[config.mk]
export PLATFORM = sky130hd
export DESIGN_NAME = pulse_spacer
export DESIGN_NICKNAME = d
export VERILOG_FILES = /design/src/rtl/pulse_spacer.sv
export SDC_FILE = /design/constraint.sdc
export NUM_CORES = 1
export LEC_CHECK = 0
export BUFFER_PORTS_ARGS = -buffer_cell sky130_fd_sc_hd__buf_2
export CAP_MARGIN = 40
export CORE_MARGIN = 4
export CORE_UTILIZATION = 45
export DETAILED_ROUTE_END_ITERATION = 12
export PLACE_DENSITY = 0.68
export REMOVE_ABC_BUFFERS = 1
export SYNTH_ARGS = -nofsm -noshare
export SYNTH_HDL_FRONTEND = slang
export SYNTH_SLANG_ARGS = --single-unit
export TNS_END_PERCENT = 100
[constraint.sdc]
create_clock -name clka -period 2.7 [get_ports clka]
set_clock_uncertainty 0.1 [all_clocks]
set_input_delay 0.81 -clock clka [delete_from_list [all_inputs] [get_ports clka]]
set_output_delay 0.81 -clock clka [all_outputs]
set_load 0.1 [all_outputs]
[src/rtl/pulse_spacer.sv]
// Purpose : paces bursty single-cycle event requests into sig_a pulses spaced GAP_CYCLES+1 apart.
// Latency : req in an idle cycle with nothing queued -> sig_a one cycle later; queued events follow.
// Backpressure: none upstream; excess events wait in a saturating counter, overflow drops and sets ovf.
//
// Ports:
//   clka    - fast-domain clock
//   rst     - synchronous reset, active-high
//   req     - event request, one event per high cycle
//   clr_ovf - clears the sticky drop flag
//   sig_a   - registered single-cycle paced pulse toward the slow-domain synchronizer
//   pend    - registered count of queued, not yet launched events
//   busy    - pulse/gap in progress or events queued (registers only)
//   ovf     - sticky: at least one event was dropped
module pulse_spacer #(
  parameter  int GAP_CYCLES = 9,
  parameter  int PEND_MAX   = 15,
  localparam int PEND_W     = $clog2(PEND_MAX + 1),
  localparam int CNT_W      = $clog2(GAP_CYCLES + 1)
) (
  input  logic              clka,
  input  logic              rst,
  input  logic              req,
  input  logic              clr_ovf,
  output logic              sig_a,
  output logic [PEND_W-1:0] pend,
  output logic              busy,
  output logic              ovf
);

  typedef enum logic [1:0] {
    IDLE  = 2'd0,
    PULSE = 2'd1,
    GAP   = 2'd2
  } state_t;

  state_t             state_q, state_d;
  logic [CNT_W-1:0]   cnt_q, cnt_d;
  logic [PEND_W-1:0]  pend_q, pend_d;
  logic               sig_a_q, sig_a_d;
  logic               ovf_q, ovf_d;

  logic decide;   // a launch may be decided this cycle
  logic launch;   // an event is consumed this cycle
  logic deq;      // the consumed event comes from the queue
  logic enq;      // req wants a queue slot (not consumed directly)
  logic drop;     // queue full and no slot freed this cycle

  always_comb begin
    state_d = state_q;
    cnt_d   = cnt_q;
    pend_d  = pend_q;
    ovf_d   = ovf_q;

    decide = (state_q == IDLE) || ((state_q == GAP) && (cnt_q == CNT_W'(1)));
    launch = decide && (req || (pend_q != '0));
    // Queued events take priority over a fresh req so ordering is preserved.
    deq    = launch && (pend_q != '0);
    enq    = req && !(launch && (pend_q == '0));
    drop   = enq && (pend_q == PEND_W'(PEND_MAX)) && !deq;

    case (state_q)
      IDLE: begin
        if (launch) state_d = PULSE;
      end
      PULSE: begin
        state_d = GAP;
        cnt_d   = CNT_W'(GAP_CYCLES);
      end
      GAP: begin
        cnt_d = cnt_q - CNT_W'(1);
        if (cnt_q == CNT_W'(1)) begin
          // Going straight back to PULSE keeps back-to-back spacing at GAP_CYCLES+1.
          state_d = launch ? PULSE : IDLE;
        end
      end
      default: state_d = IDLE;
    endcase

    unique case ({enq && !drop, deq})
      2'b10:   pend_d = pend_q + PEND_W'(1);
      2'b01:   pend_d = pend_q - PEND_W'(1);
      default: pend_d = pend_q;
    endcase

    // A drop in the same cycle as a clear wins so no drop is ever lost.
    ovf_d   = drop || (ovf_q && !clr_ovf);
    sig_a_d = (state_d == PULSE);
  end

  always_ff @(posedge clka) begin
    if (rst) begin
      state_q <= IDLE;
      cnt_q   <= '0;
      pend_q  <= '0;
      sig_a_q <= 1'b0;
      ovf_q   <= 1'b0;
    end else begin
      state_q <= state_d;
      cnt_q   <= cnt_d;
      pend_q  <= pend_d;
      sig_a_q <= sig_a_d;
      ovf_q   <= ovf_d;
    end
  end

  assign sig_a = sig_a_q;
  assign pend  = pend_q;
  assign ovf   = ovf_q;
  assign busy  = (state_q != IDLE) || (pend_q != '0);

endmodule

==> impl_metrics.json, run 1 <==
{
  "syn_inst": 82,
  "vias_per_cell": 5.55,
  "tightest_slew_ns": 0.485,
  "drt_iter0_drc": 4,
  "numClockSinks": 12,
  "fin_ws_ns": 0.222,
  "crit_path_cell_trace": "ha_1 -> nor3b_4 -> a21oi_4 -> nor2_1 -> mux2_2 -> ha_1 -> nor4_1 -> mux2i_1 -> mux2_1",
  "hold_buffers": 0,
  "diodes": 0,
  "tritoncts": "yes",
  "cp_slowest_cell": "dfxtp_1",
  "hpwlAfterDp_um": 983,
  "critPathMaxStageDelay_ns": 0.41,
  "synth_top_area_share_pct": 33.2,
  "worstSkewPairLatency_ns": 0.27,
  "yosysMostFrequentCell": "dfxtp_1",
  "hold_viol": 0,
  "reg2reg_depth": 9,
  "start_kind": "flop",
  "reg2reg_to": "pend[2]",
  "drv_slew": 0,
  "grt_usage_pct": 13.8,
  "fin_crit_sh_pct": 91.8,
  "finalNonFillerCells": 111,
  "outcome": "complete, no violations",
  "end_kind": "flop",
  "reg2reg_from": "cnt_q[0]",
  "required_ns": 2.77,
  "first_global_vias": 557,
  "synth_area_per_cell_um2": 8.83,
  "start_util_pct": 48.1,
  "via_count": 616,
  "async_reset_ff_share_pct": 0,
  "dp_cells": 106,
  "grtUsageMet2_pct": 22.2,
  "core_area_um2": 1510,
  "fmax_mhz": 404,
  "num_rows": 14,
  "cts-htree-levels": 1,
  "design.die.area_um2": 2320,
  "grt_pass1_wl_um": 2240,
  "die_h_um": 48.1,
  "totalWireLength_um": 1350,
  "area_growth_pct": 15.0,
  "layout-drive-gt1-share_pct": 23.2,
  "synth_edf_count": 0,
  "ant_nets": 0,
  "relSlewSlack_pct": 67.9,
  "crit_path_max_fanout": 6,
  "hold_path.startpoint": "ovf",
  "pin_count": 11,
  "cp_common_cell": "ha_1",
  "synth_top_area_cell": "dfxtp_1",
  "rsz0062_at_grt": "no",
  "place_congestion": 0.723,
  "yosys-top-cells-count": "dfxtp_1, inv_1, nor2_1",
  "setup-tns-final_ns": 0,
  "root_buffer": "clkbuf_4",
  "hold_class": "reg2reg",
  "ys_warn_count": 0,
  "drc": 0,
  "cp.arrival_ns": 2.55,
  "nets": 106,
  "drt-pass1-iter-count": 4,
  "cp-startpoint": "cnt_q[0]",
  "io_buffers": 10,
  "grt-ovfl-total": 0,
  "grt_max_degree": 16,
  "busiest_layer": "met2",
  "min_path_cells": 2,
  "timing.max_cap.violations": 0,
  "grtUsageMet3_pct": 4.43,
  "ys_seq_area_share_pct": 33.2,
  "synth_ff_type": "dfxtp_1",
  "clk_path_buf_depth": 2,
  "reg2reg_slack_ns": 0.22,
  "syn_area_um2": 724,
  "wire_per_inst_um": 12.2,
  "clkTransAtPathRegs_ns": 0.08,
  "fp.dieW_um": 48.1,
  "numCtsBuffers": 3,
  "setup.worst_path.class": "reg2reg",
  "synth.area.top_cells": "dfxtp_1, ha_1, inv_1",
  "use_met1_pct": 17.2,
  "antenna_found_initial": 0,
  "dp_slack_ns": 0.195,
  "worstHoldEndpoint": "ovf",
  "ys_seq_elements": 12,
  "min_period_ns": 2.48,
  "setup_violations": 0,
  "ys_types": 34
}
## per-layer routing
| metal | part of all wire, % | routed length (um) | up-vias |
|---|---|---|---|
| li1 | - | - | 319 |
| met1 | 50 | 671 | 288 |
| met2 | 46 | 622 | 9 |
| met3 | 4.1 | 56 | 0 |
| met4 | 0 | 0 | 0 |
| met5 | 0 | 0 | - |
## final cells by class
class                   instances  area (um^2)
fillers                       149          673
multi-input cells              60          449
flip-flops and latches         12          240
repair buffers                 11         57.6
clock buffers                   4         36.3
inverters                       8         30.0
well taps                      16         20.0
## through the flow
| step | hold WS (ns) | util, % | area (um^2) |
|---|---|---|---|
| floorplan | 0.419 | - | 717 |
| global placement | 0.376 | 52.2 | 787 |
| detailed placement | 0.400 | 52.2 | 787 |
| CTS | 0.430 | 54.7 | 823 |
| global route | 0.467 | 55.3 | 833 |
| finish | 0.417 | 55.3 | 833 |
## logic make-up (layout without fill, tap and decap cells)
| family | after synthesis | count (layout) | share of synthesized area [%] |
|---|---|---|---|
| multiplexers | 6 | 6 | 9.84 |
| buffers and inverters | 10 | 23 | 5.18 |
| flip-flops | 12 | 12 | 33.2 |
| AND/OR/NAND/NOR | 35 | 35 | 28.2 |
| AO/OA/AOI/OAI | 13 | 13 | 13.3 |
| adder cells (fa/ha/maj) | 6 | 6 | 10.4 |
## how the worst max path moves through the flow
| stage | end | slack [ns] | cells past startpoint |
|---|---|---|---|
| after CTS | pend[2] | 0.18 | 9 |
| after global placement | pend[2] | 0.24 | 7 |
| final | pend[2] | 0.22 | 9 |
| after detailed placement | pend[2] | 0.20 | 9 |
| after floorplan | busy | -0.12 | 2 |
| after global routing | pend[2] | 0.03 | 10 |
## repair_timing
item,CTS,global route
setup endpoints to repair,0,1
resized for setup,0,1
setup buffers,0,1
## layout by cell type, fill, tap and decap left out, types with 2 or more instances in the layout
cell type	count
ha_1	5
nor2b_1	3
inv_1	8
o21ai_0	2
nand3_1	4
nand2b_1	2
nor2_1	8
dfxtp_1	12
a21oi_1	3
nand2_1	3
nor3_1	4
clkbuf_4	3
mux2i_1	2
buf_2	10
nor4_1	3
## critical path: cells and delay by family (launching register included)
family                   cells  cell delay, ns
AO/OA/AOI/OAI                1            0.12
adder cells (fa/ha/maj)      2            0.36
flip-flops                   1            0.41
multiplexers                 3            0.77
AND/OR/NAND/NOR              3            0.63
## flip-flops by register name, summed over array words and instances (netlist names)
signal,flops
sig_a,1
state_q,2
pend,4
cnt_q,4
ovf,1
Power of run 1 is not shown: default switching activity piles up to over one toggle a cycle in this logic, so the estimate is an artifact.
==> inputs of run 2 (changes only) <==
--- a/config.mk
+++ b/config.mk
@@ -8,9 +8,9 @@
 export BUFFER_PORTS_ARGS = -buffer_cell sky130_fd_sc_hd__buf_2
 export CAP_MARGIN = 40
 export CORE_MARGIN = 4
-export CORE_UTILIZATION = 45
+export CORE_UTILIZATION = 37
 export DETAILED_ROUTE_END_ITERATION = 12
-export PLACE_DENSITY = 0.68
+export PLACE_DENSITY = 0.59
 export REMOVE_ABC_BUFFERS = 1
 export SYNTH_ARGS = -nofsm -noshare
 export SYNTH_HDL_FRONTEND = slang
==> impl_metrics.json, run 2 (same netlist as run 1, synthesis figures left out) <==
{
  "outcome": "complete, no violations",
  "hpwlAfterDp_um": 986,
  "numClockSinks": 12,
  "place_congestion": 0.768,
  "totalWireLength_um": 1360,
  "start_kind": "flop",
  "start_util_pct": 40.6,
  "timing.max_cap.violations": 0,
  "final_util_pct": 46.9,
  "setup.worst_path.class": "reg2reg",
  "nets": 106,
  "drv_slew": 0,
  "end_kind": "flop",
  "rsz0062_at_grt": "no",
  "tritoncts": "yes",
  "wire_per_inst_um": 11.4,
  "vias_per_cell": 5.23,
  "design.die.area_um2": 2730,
  "relSlewSlack_pct": 67.7,
  "drt_iter0_drc": 8,
  "met2_length_um": 637,
  "diodes": 0,
  "hold_buffers": 0,
  "grt_max_degree": 16,
  "cts-htree-levels": 1,
  "core_area_um2": 1780,
  "root_buffer": "clkbuf_4",
  "m1WireLength_um": 652,
  "die_h_um": 52.3,
  "fp.dieW_um": 52.3,
  "regArea_um2": 241,
  "grt-ovfl-total": 0,
  "dr_wl_met3_um": 47,
  "cp.arrival_ns": 2.57,
  "clkTransAtPathRegs_ns": 0.08,
  "first_global_vias": 575,
  "via_count": 622,
  "num_rows": 15,
  "area_growth_pct": 15.4,
  "fin_crit_sh_pct": 92.9,
  "grt_pass1_wl_um": 2480,
  "layout-drive-gt1-share_pct": 23.4,
  "min_period_ns": 2.51,
  "setup-tns-final_ns": 0,
  "multi_input_area_um2": 453,
  "hold_class": "reg2reg",
  "io_buffers": 10,
  "drc": 0,
  "crit_path_max_fanout": 6,
  "grt_usage_pct": 12.2,
  "tightest_slew_ns": 0.487,
  "pin_count": 11,
  "dr.max_layer_used": "met4",
  "fillCellCount": 194,
  "drt-pass1-iter-count": 4,
  "ant_nets": 0,
  "worstSkewPairLatency_ns": 0.27,
  "final_common_cell": "dfxtp_1",
  "setup_violations": 0,
  "numCtsBuffers": 3,
  "fmax_mhz": 398,
  "antenna_found_initial": 0,
  "required_ns": 2.76,
  "layout_common_cells": "dfxtp_1, buf_2, inv_1, nor2_1, ha_1",
  "clk_path_buf_depth": 2,
  "hold_viol": 0
}
run 2: through the flow:
stage               hold slack [ns]  instances  worst slack [ns]  cell area (um^2)
global route                  0.435        119            0.0243               836
floorplan                     0.419         80            -0.122               717
finish                        0.395        119             0.190               836
detailed placement            0.381        115             0.178               798
global placement              0.357        115             0.213               798
CTS                           0.403        118             0.158               821
run 2: area by class of cell:
type	instances	share of cell area [%]
clock buffer	3	2.69
tap	25	3.74
inverter	8	3.59
timing repair buffer	11	6.89
sequential	12	28.9
multi-input combinational	60	54.2
run 2: layer usage:
layer,vias up,track usage [%]
li1,318,-
met1,291,16.5
met2,11,18.0
met3,2,2.56
met4,0,6.38
met5,-,0
run 2: worst paths after layout:
kind / cells past startpoint / slack [ns] / from / end
max: 10 / 0.19 / cnt_q[1] / pend[2]
min: 2 / 0.40 / ovf / ovf
max reg2reg: 10 / 0.19 / cnt_q[1] / pend[2]
min reg2reg: 2 / 0.40 / ovf / ovf
run 2: timing repair:
item	in CTS	in global routing
endpoints found under the setup margin	0	1
buffers inserted	0	1
resized for setup	0	2
run 2: critical path, stage by stage (launching register included):
cell     delay [ns]
dfxtp_1        0.33
inv_1          0.09
ha_1           0.15
nor3b_4        0.30
a21oi_4        0.14
nor2_1         0.12
mux2_2         0.34
ha_1           0.20
and3_1         0.16
mux2i_1        0.14
mux2_1         0.32
Power of run 2 is left out for the same reason.
==> inputs of run 3 (changes only) <==
--- a/config.mk
+++ b/config.mk
@@ -5,12 +5,12 @@
 export SDC_FILE = /design/constraint.sdc
 export NUM_CORES = 1
 export LEC_CHECK = 0
-export BUFFER_PORTS_ARGS = -buffer_cell sky130_fd_sc_hd__buf_2
+export BUFFER_PORTS_ARGS = -buffer_cell sky130_fd_sc_hd__buf_4
 export CAP_MARGIN = 40
 export CORE_MARGIN = 4
-export CORE_UTILIZATION = 37
+export CORE_UTILIZATION = 53
 export DETAILED_ROUTE_END_ITERATION = 12
-export PLACE_DENSITY = 0.59
+export PLACE_DENSITY = 0.78
 export REMOVE_ABC_BUFFERS = 1
 export SYNTH_ARGS = -nofsm -noshare
 export SYNTH_HDL_FRONTEND = slang
==> impl_metrics.json, run 3 (same netlist as run 1, synthesis figures left out) <==
{
  "outcome": "complete, no violations",
  "setup.worst_path.class": "reg2reg",
  "drc": 0,
  "start_kind": "flop",
  "tritoncts": "yes",
  "drt-pass1-iter-count": 4,
  "numClockSinks": 12,
  "min_period_ns": 2.54,
  "vias_per_cell": 5.72,
  "reg2reg_to": "pend[2]",
  "reg2reg_slack_ns": 0.16,
  "fin_crit_sh_pct": 93.9,
  "die_h_um": 45.0,
  "relSlewSlack_pct": 75.8,
  "design.die.area_um2": 2020,
  "via_count": 629,
  "pin_count": 11,
  "crit_path_max_fanout": 6,
  "grt-ovfl-total": 0,
  "io_buffers": 10,
  "rsz0062_at_grt": "no",
  "hpwlAfterDp_um": 1050,
  "antenna_found_initial": 0,
  "totalWireLength_um": 1400,
  "fp.dieW_um": 45.0,
  "worstSkewPairLatency_ns": 0.27,
  "numCtsBuffers": 3,
  "grt_max_degree": 16,
  "hold_viol": 0,
  "core_area_um2": 1300,
  "setup_violations": 0,
  "num_rows": 13,
  "dp_slack_ns": 0.0937,
  "drt_iter0_drc": 7,
  "required_ns": 2.76,
  "clk_path_buf_depth": 2,
  "layout-drive-gt1-share_pct": 22.1,
  "cts-htree-levels": 1,
  "cp-startpoint": "cnt_q[0]",
  "start_util_pct": 55.7,
  "timing.max_cap.violations": 0,
  "place_congestion": 0.822,
  "reg2reg_from": "cnt_q[0]",
  "layout_common_cells": "dfxtp_1, buf_4, inv_1, nor2_1, ha_1",
  "tightest_slew_ns": 0.360,
  "grt_usage_pct": 16.3,
  "diodes": 0,
  "area_growth_pct": 18.0,
  "first_global_vias": 606,
  "hold_class": "reg2reg",
  "final_common_cell": "dfxtp_1",
  "root_buffer": "clkbuf_4",
  "clkTransAtPathRegs_ns": 0.08,
  "fin_ws_ns": 0.165,
  "end_kind": "flop",
  "grt_pass1_wl_um": 2480,
  "drv_slew": 0,
  "fmax_mhz": 394,
  "nets": 106,
  "critPathCapture": "pend[2]",
  "cp.arrival_ns": 2.60,
  "ant_nets": 0,
  "reg2reg_depth": 9,
  "hold_buffers": 0,
  "wire_per_inst_um": 12.7
}
## run 3: cell count changes in the layout (fill, tap and decap cells not counted), sizes merged
cell and delta:
clkbuf +1
## run 3: cell type report
type	instances	area [um^2]
timing repair buffer	11	82.6
fill	117	447
multi-input combinational	60	447
clock buffer	4	36.3
sequential	12	240
inverter	8	30.0
tap	15	18.8
## run 3: stage by stage
step	instances	hold WS, ns	area, um^2	utilization, %	setup TNS [ns]
3_3_place_gp	105	0.367	811	62.3	0
2_1_floorplan	80	0.419	717	-	-0.122
6_report	110	0.396	855	65.7	0
5_1_grt	110	0.437	855	65.7	0
3_5_place_dp	105	0.379	811	62.3	0
4_1_cts	109	0.399	847	65.1	0
## run 3: what timing repair did
action,4_1_cts,5_1_grt
resized for setup,0,0
setup buffers,0,1
setup endpoints to repair,0,1
## run 3: layer usage
layer  global-route usage (%)  vias up  routed length [um]
li1                         -      322                   -
met1                     21.1      295                 673
met2                     25.7       10                 658
met3                     4.78        2                  47
met4                     5.85        0                  18
met5                        0        -                   0
## run 3: how the worst min path moves through the flow
stage	slack (ns)	from	cells past startpoint	to
floorplan	0.42	cnt_q[1]	2	cnt_q[3]
global placement	0.37	ovf	2	ovf
detailed placement	0.38	ovf	2	ovf
CTS	0.40	ovf	2	ovf
global route	0.44	ovf	2	ovf
finish	0.40	ovf	2	ovf
## run 3: critical path, stage by stage, from the launching register on
cell	delay, ns
dfxtp_1	0.42
ha_1	0.20
nor3b_4	0.26
a21oi_4	0.13
nor2_1	0.12
mux2_2	0.34
ha_1	0.19
nor4_1	0.25
mux2i_1	0.12
mux2_1	0.31
Power of run 3 is left out for the same reason.
